--- src/rtl/mem_port_arbiter_pkg.sv ---
// Shared types and constants for the memory port arbiter (IF/MEM sharing of one bus).
// The optional bus timeout is enabled with MEM_ARB_TIMEOUT_EN.
package mem_port_arbiter_pkg;

  localparam int DEF_ADDR_W      = 32;
  localparam int DEF_DATA_W      = 32;
  localparam int DEF_TIMEOUT_CYC = 255;

  localparam logic [31:0] NOP_WORD = 32'h0000_0000;

  typedef enum logic [1:0] {
    IDLE  = 2'd0,
    FETCH = 2'd1,
    DATA  = 2'd2,
    RESP  = 2'd3
  } arb_state_e;

  typedef enum logic {
    GNT_FETCH = 1'b0,
    GNT_DATA  = 1'b1
  } grant_e;

endpackage

--- src/rtl/mem_port_arbiter_timeout_cnt.sv ---
// Bus-wait watchdog: clears on grant, counts un-acked bus cycles, flags the last allowed one.
// Only built when MEM_ARB_TIMEOUT_EN is defined.
`ifdef MEM_ARB_TIMEOUT_EN
module arb_timeout_cnt
  import mem_port_arbiter_pkg::*;
#(
  parameter int TIMEOUT_CYC = DEF_TIMEOUT_CYC
) (
  input  logic clk,
  input  logic rst,
  input  logic clr_i,
  input  logic en_i,
  output logic expire_o
);

  localparam int CNT_W = $clog2(TIMEOUT_CYC + 1);

  logic [CNT_W-1:0] cnt_q;

  always_ff @(posedge clk or posedge rst) begin
    if (rst) begin
      cnt_q <= '0;
    end else if (clr_i) begin
      cnt_q <= '0;
    end else if (en_i) begin
      cnt_q <= cnt_q + 1'b1;
    end
  end

  // Fires on the TIMEOUT_CYC-th waiting cycle so the bus is held exactly that long.
  assign expire_o = en_i && (cnt_q == CNT_W'(TIMEOUT_CYC - 1));

endmodule
`endif

--- src/rtl/mem_port_arbiter.sv ---
// Shares the single external memory port between instruction fetch and data access.
// Define MEM_ARB_TIMEOUT_EN to abort bus transactions that never see bus_ack.
module mem_port_arbiter
  import mem_port_arbiter_pkg::*;
#(
  parameter int ADDR_W      = DEF_ADDR_W,
  parameter int DATA_W      = DEF_DATA_W,
  parameter int TIMEOUT_CYC = DEF_TIMEOUT_CYC
) (
  input  logic              clk,
  input  logic              reset,
  input  logic              if_req,
  input  logic [ADDR_W-1:0] if_addr,
  output logic [DATA_W-1:0] if_rdata,
  output logic              if_ready,
  input  logic              mem_req,
  input  logic              mem_we,
  input  logic [ADDR_W-1:0] mem_addr,
  input  logic [DATA_W-1:0] mem_wdata,
  output logic [DATA_W-1:0] mem_rdata,
  output logic              mem_ready,
  output logic              bus_req,
  output logic              bus_we,
  output logic [ADDR_W-1:0] bus_addr,
  output logic [DATA_W-1:0] bus_wdata,
  input  logic              bus_ack,
  input  logic [DATA_W-1:0] bus_rdata,
  output logic              pipe_hold,
  output logic              timeout_err
);

  arb_state_e        state_q, state_d;
  grant_e            last_grant_q, last_grant_d;
  logic              bus_req_q, bus_req_d;
  logic              bus_we_q, bus_we_d;
  logic [ADDR_W-1:0] bus_addr_q, bus_addr_d;
  logic [DATA_W-1:0] bus_wdata_q, bus_wdata_d;
  logic [DATA_W-1:0] if_rdata_q, if_rdata_d;
  logic [DATA_W-1:0] mem_rdata_q, mem_rdata_d;
  logic              grant_data;

  // On a tie the data side wins unless it was served last.
  assign grant_data = mem_req && (!if_req || (last_grant_q == GNT_FETCH));

`ifdef MEM_ARB_TIMEOUT_EN
  logic timeout_err_q, timeout_err_d;
  logic tmo_grant, tmo_busy, tmo_expire;

  assign tmo_grant = (state_q == IDLE) && (if_req || mem_req);
  assign tmo_busy  = (state_q == FETCH) || (state_q == DATA);

  arb_timeout_cnt #(
    .TIMEOUT_CYC(TIMEOUT_CYC)
  ) u_timeout_cnt (
    .clk     (clk),
    .rst     (reset),
    .clr_i   (tmo_grant),
    .en_i    (tmo_busy && !bus_ack),
    .expire_o(tmo_expire)
  );

  always_ff @(posedge clk or posedge reset) begin
    if (reset) begin
      timeout_err_q <= 1'b0;
    end else begin
      timeout_err_q <= timeout_err_d;
    end
  end

  assign timeout_err = timeout_err_q;
`else
  // The limit only has meaning when the watchdog is built in.
  if (TIMEOUT_CYC < 1) begin : g_timeout_cyc_unused
  end

  assign timeout_err = 1'b0;
`endif

  always_comb begin
    state_d      = state_q;
    last_grant_d = last_grant_q;
    bus_req_d    = bus_req_q;
    bus_we_d     = bus_we_q;
    bus_addr_d   = bus_addr_q;
    bus_wdata_d  = bus_wdata_q;
    if_rdata_d   = if_rdata_q;
    mem_rdata_d  = mem_rdata_q;
`ifdef MEM_ARB_TIMEOUT_EN
    timeout_err_d = timeout_err_q;
`endif
    case (state_q)
      IDLE: begin
        if (if_req || mem_req) begin
          state_d      = grant_data ? DATA : FETCH;
          last_grant_d = grant_data ? GNT_DATA : GNT_FETCH;
          bus_req_d    = 1'b1;
          bus_we_d     = grant_data ? mem_we : 1'b0;
          bus_addr_d   = grant_data ? mem_addr : if_addr;
          bus_wdata_d  = grant_data ? mem_wdata : DATA_W'(NOP_WORD);
        end
      end
      FETCH, DATA: begin
        if (bus_ack) begin
          state_d   = RESP;
          bus_req_d = 1'b0;
          bus_we_d  = 1'b0;
          if (state_q == FETCH) begin
            if_rdata_d = bus_rdata;
          end else if (!bus_we_q) begin
            mem_rdata_d = bus_rdata;
          end
        end
`ifdef MEM_ARB_TIMEOUT_EN
        else if (tmo_expire) begin
          state_d       = RESP;
          bus_req_d     = 1'b0;
          bus_we_d      = 1'b0;
          timeout_err_d = 1'b1;
          if (state_q == FETCH) begin
            if_rdata_d = DATA_W'(NOP_WORD);
          end else if (!bus_we_q) begin
            mem_rdata_d = DATA_W'(NOP_WORD);
          end
        end
`endif
      end
      RESP: begin
        state_d = IDLE;
      end
      default: begin
        state_d = IDLE;
      end
    endcase
  end

  always_ff @(posedge clk or posedge reset) begin
    if (reset) begin
      state_q      <= IDLE;
      last_grant_q <= GNT_FETCH;
      bus_req_q    <= 1'b0;
      bus_we_q     <= 1'b0;
      bus_addr_q   <= '0;
      bus_wdata_q  <= '0;
      if_rdata_q   <= '0;
      mem_rdata_q  <= '0;
    end else begin
      state_q      <= state_d;
      last_grant_q <= last_grant_d;
      bus_req_q    <= bus_req_d;
      bus_we_q     <= bus_we_d;
      bus_addr_q   <= bus_addr_d;
      bus_wdata_q  <= bus_wdata_d;
      if_rdata_q   <= if_rdata_d;
      mem_rdata_q  <= mem_rdata_d;
    end
  end

  // RESP lasts one cycle, so decoding it gives the single-cycle ready pulse.
  assign if_ready  = (state_q == RESP) && (last_grant_q == GNT_FETCH);
  assign mem_ready = (state_q == RESP) && (last_grant_q == GNT_DATA);
  assign pipe_hold = (if_req && !if_ready) || (mem_req && !mem_ready);

  assign bus_req   = bus_req_q;
  assign bus_we    = bus_we_q;
  assign bus_addr  = bus_addr_q;
  assign bus_wdata = bus_wdata_q;
  assign if_rdata  = if_rdata_q;
  assign mem_rdata = mem_rdata_q;

endmodule

--- config.mk ---
export PLATFORM = sky130hd
export DESIGN_NAME = mem_port_arbiter
export DESIGN_NICKNAME = d
export VERILOG_FILES = /design/src/rtl/mem_port_arbiter_pkg.sv /design/src/rtl/mem_port_arbiter_timeout_cnt.sv /design/src/rtl/mem_port_arbiter.sv
export SDC_FILE = /design/constraint.sdc
export NUM_CORES = 1
export LEC_CHECK = 0
export BUFFER_PORTS_ARGS = -buffer_cell sky130_fd_sc_hd__buf_2
export CORE_UTILIZATION = 46
export DETAILED_ROUTE_END_ITERATION = 10
export PLACE_DENSITY = 0.81
export SYNTH_ARGS = -nofsm -noshare
export SYNTH_HDL_FRONTEND = slang
export SYNTH_HIERARCHICAL = 1
export SYNTH_SLANG_ARGS = --single-unit
--- constraint.sdc ---
create_clock -name clk -period 4.7 [get_ports clk]
set_input_delay 0.47 -clock clk [delete_from_list [all_inputs] [get_ports clk]]
set_output_delay 0.47 -clock clk [all_outputs]
set_load 0.005 [all_outputs]
Word level (Yosys, flattened, before mapping)
Index checks and enable logic that the tools add are counted.
W data, S select, Z words.
{ "classes": {"shifts": 0, "n_mux": 13, "n_reduce_logical": 19, "div_mod_pow": 0, "eq_ne": 5, "magnitude_cmp": 0, "n_addsub": 0, "multipliers": 0, "bitwise_logic": 3} }
{ "op_table": {"columns": ["cell", "n"], "rows": [
  ["$mux W32", 2],
  ["$mux W2", 3],
  ["$pmux W2 S3", 1],
  ["$reduce_and A3 Y1", 2],
  ["$logic_and A1 B1 Y1", 5],
  ["$mux W1", 5],
  ["$eq A2 B2 Y1 const B", 2],
  ["$ne A2 B2 Y1 const B", 2],
  ["$pmux W1 S2", 2],
  ["$reduce_and A2 Y1", 2],
  ["$reduce_and A4 Y1", 1],
  ["$logic_not A1 Y1", 3],
  ["$logic_or A1 B1 Y1", 3],
  ["$not A1 Y1", 3],
  ["$eq A2 B1 Y1 const B", 1],
  ["$logic_not A2 Y1", 1],
  ["$reduce_bool A2 Y1", 1],
  ["$reduce_or A2 Y1", 1]
]} }
{ "word_totals": {"input_bits": 134, "elab_cells": 48, "romBits": 0, "latch_bits": 0, "ramBits": 0, "n_memories": 0, "register_bits": 133, "out_inout_bits": 134} }

Depth between registers and ports, before layout
{ "depth": {"ltp_word": 6, "depth_mapped": 7, "ltp_nobuf": 5} }

Worst setup path before layout
Ideal clock, no wire load.
{ "synth_timing": {"path_type": "reg2reg", "startpoint": "reg state_q[0]", "endpoint": "reg mem_rdata_q[10] (netlist: mem_rdata[10])", "t_arrival_ps": 1668, "path_slack_ps": 2907, "required_ps": 4575, "period_less_slack_ps": 1793, "setup_ps": 125, "stages_incl_launch_ff": 6, "path_buffers": 1, "path_cell_list": "dfrtp_1 inv_1 ha_1 nor4b_4 buf_6 mux2_2"} }
{ "synth_via": {"elab_chain_cells": 3, "word_cells_on_any_way": 5, "cone_classes": "eq/ne (2); bitwise (1); reduce/logical (2)"} }
{ "synth_lines": {"columns": ["item", "line", "text"], "rows": [
  ["from (decl)", "mem_port_arbiter.sv:32", "arb_state_e state_q, state_d;"],
  ["from (signal assigned)", "mem_port_arbiter.sv:147", "state_q <= state_d;"],
  ["$eq A2 B1 Y1 or $eq A2 B2 Y1 (tied branches)", "mem_port_arbiter.sv:91, mem_port_arbiter.sv:107", null],
  ["$reduce_or A2 Y1 or $not A1 Y1 (tied branches)", null, null],
  ["$reduce_and A4 Y1 (no line) (*)", null, null],
  ["to (signal assigned)", "mem_port_arbiter.sv:154", "mem_rdata_q <= mem_rdata_d;"],
  ["to (decl)", "mem_port_arbiter.sv:39", "logic [DATA_W-1:0] mem_rdata_q, mem_rdata_d;"]
]} }
Every way passes the cells marked *; elsewhere a longest branch is shown, timed or not.
A chain may end at the register's enable or synchronous reset.

Worst setup path after layout
{ "layout_timing": {"startpoint": "reg state_q[0]", "endpoint": "reg bus_addr_q[23] (netlist: bus_addr[23])"} }
{ "layout_via": {"elab_chain_cells": 2} }
{ "layout_lines": {"columns": ["item", "line", "text"], "rows": [
  ["$logic_not A2 Y1", "mem_port_arbiter.sv:91", "case (state_q)"],
  ["$reduce_and A2 Y1 (no line)", null, null],
  ["to (signal assigned)", "mem_port_arbiter.sv:151", "bus_addr_q <= bus_addr_d;"],
  ["to (decl)", "mem_port_arbiter.sv:36", "logic [ADDR_W-1:0] bus_addr_q, bus_addr_d;"]
]} }
No other way between the ends.

==> results.toml <==
[synthesis]
ys.flop_type = "dfrtp_1"
postSynthAreaPerCell_sq_um = 12.64
synthArstFlopShare_pct = 100.0
synth_edf_count = 0
netlist-cell-type-count = 26
syn_inst = 421
synthTopCellsByArea = "dfrtp_1 63%, mux2_2 13%, a21oi_1 6.4%, a22o_1 5.4%, nand2_1 2.4%"
synth_seq_area_share_pct = 62.54
synth-seq-cells = 133
yosys_warnings = 6
synth.largest_area_cell = "dfrtp_1"
syn_area_sq_mm = 0.005321
synth_top_area_share_pct = 62.54
synth_fp_nets = 559

[place]
place_congestion = 0.7679
numPortBuffers = 266
dp.final_hpwl_um = 10030
place_ws_ps = 2388

[power]
powerDensity_mw_per_mm2 = 740.5
p_leak_nw = 3.787
worst_ir_drop_vdd_v = 0.0004486

[grt]
grtUsageTotal_pct = 23.15
grt_remaining_overflow = 0
grt_max_degree = 48
antenna_found_initial = 0
grt_pass1_wl_um = 20860
grt_pass1_vias = 4385

[final_layout]
mostFrequentLayoutCells = "266 x buf_2, 133 x dfrtp_1, 68 x a21oi_1"
diodes = 0
post-route-util_pct = 67.28
fillCellCount = 825
layout_commonest_cell = "buf_2"
syn_to_final_growth_pct = 39.45
final_net_count = 823
drive_above_1_share_pct = 53.30

[route]
routed_wl_um = 13800
dr.pass1.iters = 4
routedWlPerCell_um = 16.47
via_per_inst = 5.147
ant_nets = 0
vias = 4313
drt_iter0_markers = 242
drcViolationCount = 0

[floorplan]
start_util_pct = 48.24
rows = 38
io_pins = 268
core_sq_mm = 0.01103
design.die.area_sq_mm = 0.01200
die_y_um = 109.6
die_x_um = 109.6

[clock_network]
path_clk_slew_ps = 50
hold_buffers = 0
htreeDepth = 4
cts_buffers = 17
cts_root_buf = "clkbuf_16"
tritoncts = "done"
cts_resized = 0
clk_latency_ps = 410
clockBufferDepth = 2
cts_num_sinks = 133
post_cts.repair.setup_buffers = 0

[critical_path]
reg2reg_depth = 5
max_stage_delay_ps = 960
cp_num_buf_inv = 1
critPathArrivalTime_ps = 2520
required_ps = 5020
slowest_stage = "o21a_1"
crit_type = "reg -> reg"
path_delay_family = "compound AO/OA/AOI/OAI gates"
cp_max_fo = 33
path_cells = "inv_1, ha_1, o21a_1, nor2_1, a21oi_1"
endpoint_kind = "flip-flop"
r2r_end = "bus_addr[23]"
timing.rr.start = "state_q[0]"
r2r_slack_ps = 2500
cp-start-kind = "flip-flop"

[sta]
tns_ps = 0
setup_ws_ps = 2504
rsz0062_at_grt = "false"
finalSetupViolations = 0
fmax_ghz = 0.4554
drv_slew = 0
fin_crit_ps = 2196
whs_ps = 96.18
final_hold_viol_count = 0
relSlewSlack_pct = 22.20
fin_crit_sh_pct = 46.72
fin_skew_ps = 9.666
worstMarginPinSlew_ps = 1167

[outcome]
outcome = "finished clean"

[worst_hold_path]
hold_path_class = "in -> async"

[flow_run]
max_cap_viol_count = 0
-- worst reg2reg max path: stages (launching register included) --
cell and delay (ps):
dfrtp_1 410, inv_1 100, ha_1 320, o21a_1 960
nor2_1 150, a21oi_1 190
-- cell families after synthesis --
family	share of synthesized area [%]
buffers and inverters	3.433
other	0.07047
multiplexers	14.13
flip-flops	62.54
adder cells (fa/ha/maj)	0.9406
AO/OA/AOI/OAI	13.19
AND/OR/NAND/NOR	5.690
-- Yosys cell counts, drive strengths merged (2+ instances only) --
| cell | count |
|---|---|
| dfrtp | 133 |
| a21oi | 68 |
| mux2 | 65 |
| nor2 | 35 |
| nand2 | 34 |
| a22o | 33 |
| buf | 21 |
| inv | 7 |
| clkbuf | 6 |
| ha | 4 |
| mux2i | 2 |
| nor2b | 2 |
| o2bb2ai | 2 |
-- metrics by stage --
step	area (sq um)	power, W	cells
6_report	7421	0.005495	838
5_1_grt	7421	0.005841	838
3_5_place_dp	6730	0.004010	806
4_1_cts	7421	0.005555	838
3_3_place_gp	6730	0.003903	806
2_1_floorplan	5321	0.003147	421
-- report_power, final --
| part | internal [W] | switching, W | leakage, nW |
|---|---|---|---|
| Combinational | 0.00104 | 0.000914 | 1.87 |
| Clock | 0.00104 | 0.000476 | 0.324 |
| Sequential | 0.00172 | 0.000307 | 1.59 |
-- layout make-up --
type | count | area [sq um] | share of cell area [%]
inverters | 7 | 28.78 | 0.3878
well taps | 140 | 175.2 | 2.360
repair buffers | 272 | 1376 | 18.55
flip-flops and latches | 133 | 3328 | 44.85
multi-input cells | 254 | 1822 | 24.55
clock inverters | 12 | 224.0 | 3.018
clock buffers | 20 | 466.7 | 6.289
-- sequential cells by signal, indices dropped and copies added (netlist names) --
| signal | count |
|---|---|
| if_rdata | 32 |
| bus_req | 1 |
| mem_rdata | 32 |
| bus_we | 1 |
| last_grant_q | 1 |
| state_q | 2 |
| bus_wdata | 32 |
| bus_addr | 32 |
-- how the worst max path moves through the flow --
stage | end | slack [ps] | start | cells past startpoint
3_5_place_dp | bus_wdata[28] | 2390 | mem_req | 4
2_1_floorplan | bus_addr[0] | 680 | reset | 1
6_report | bus_addr[23] | 2500 | state_q[0] | 5
4_1_cts | bus_addr[23] | 2510 | state_q[0] | 5
3_3_place_gp | bus_wdata[19] | 2490 | mem_req | 4
5_1_grt | bus_addr[23] | 2290 | state_q[0] | 5
-- per-layer routing --
metal	up-vias	part of all wire [%]	routed length (um)	global-route usage [%]
li1	2005	-	-	-
met1	2090	37	5059	25.72
met2	187	54	7403	40.84
met3	31	7.2	995	6.046
met4	0	2.5	340	11.81
met5	-	0	0	0
Note: power is estimated with default switching activity, not from simulation.
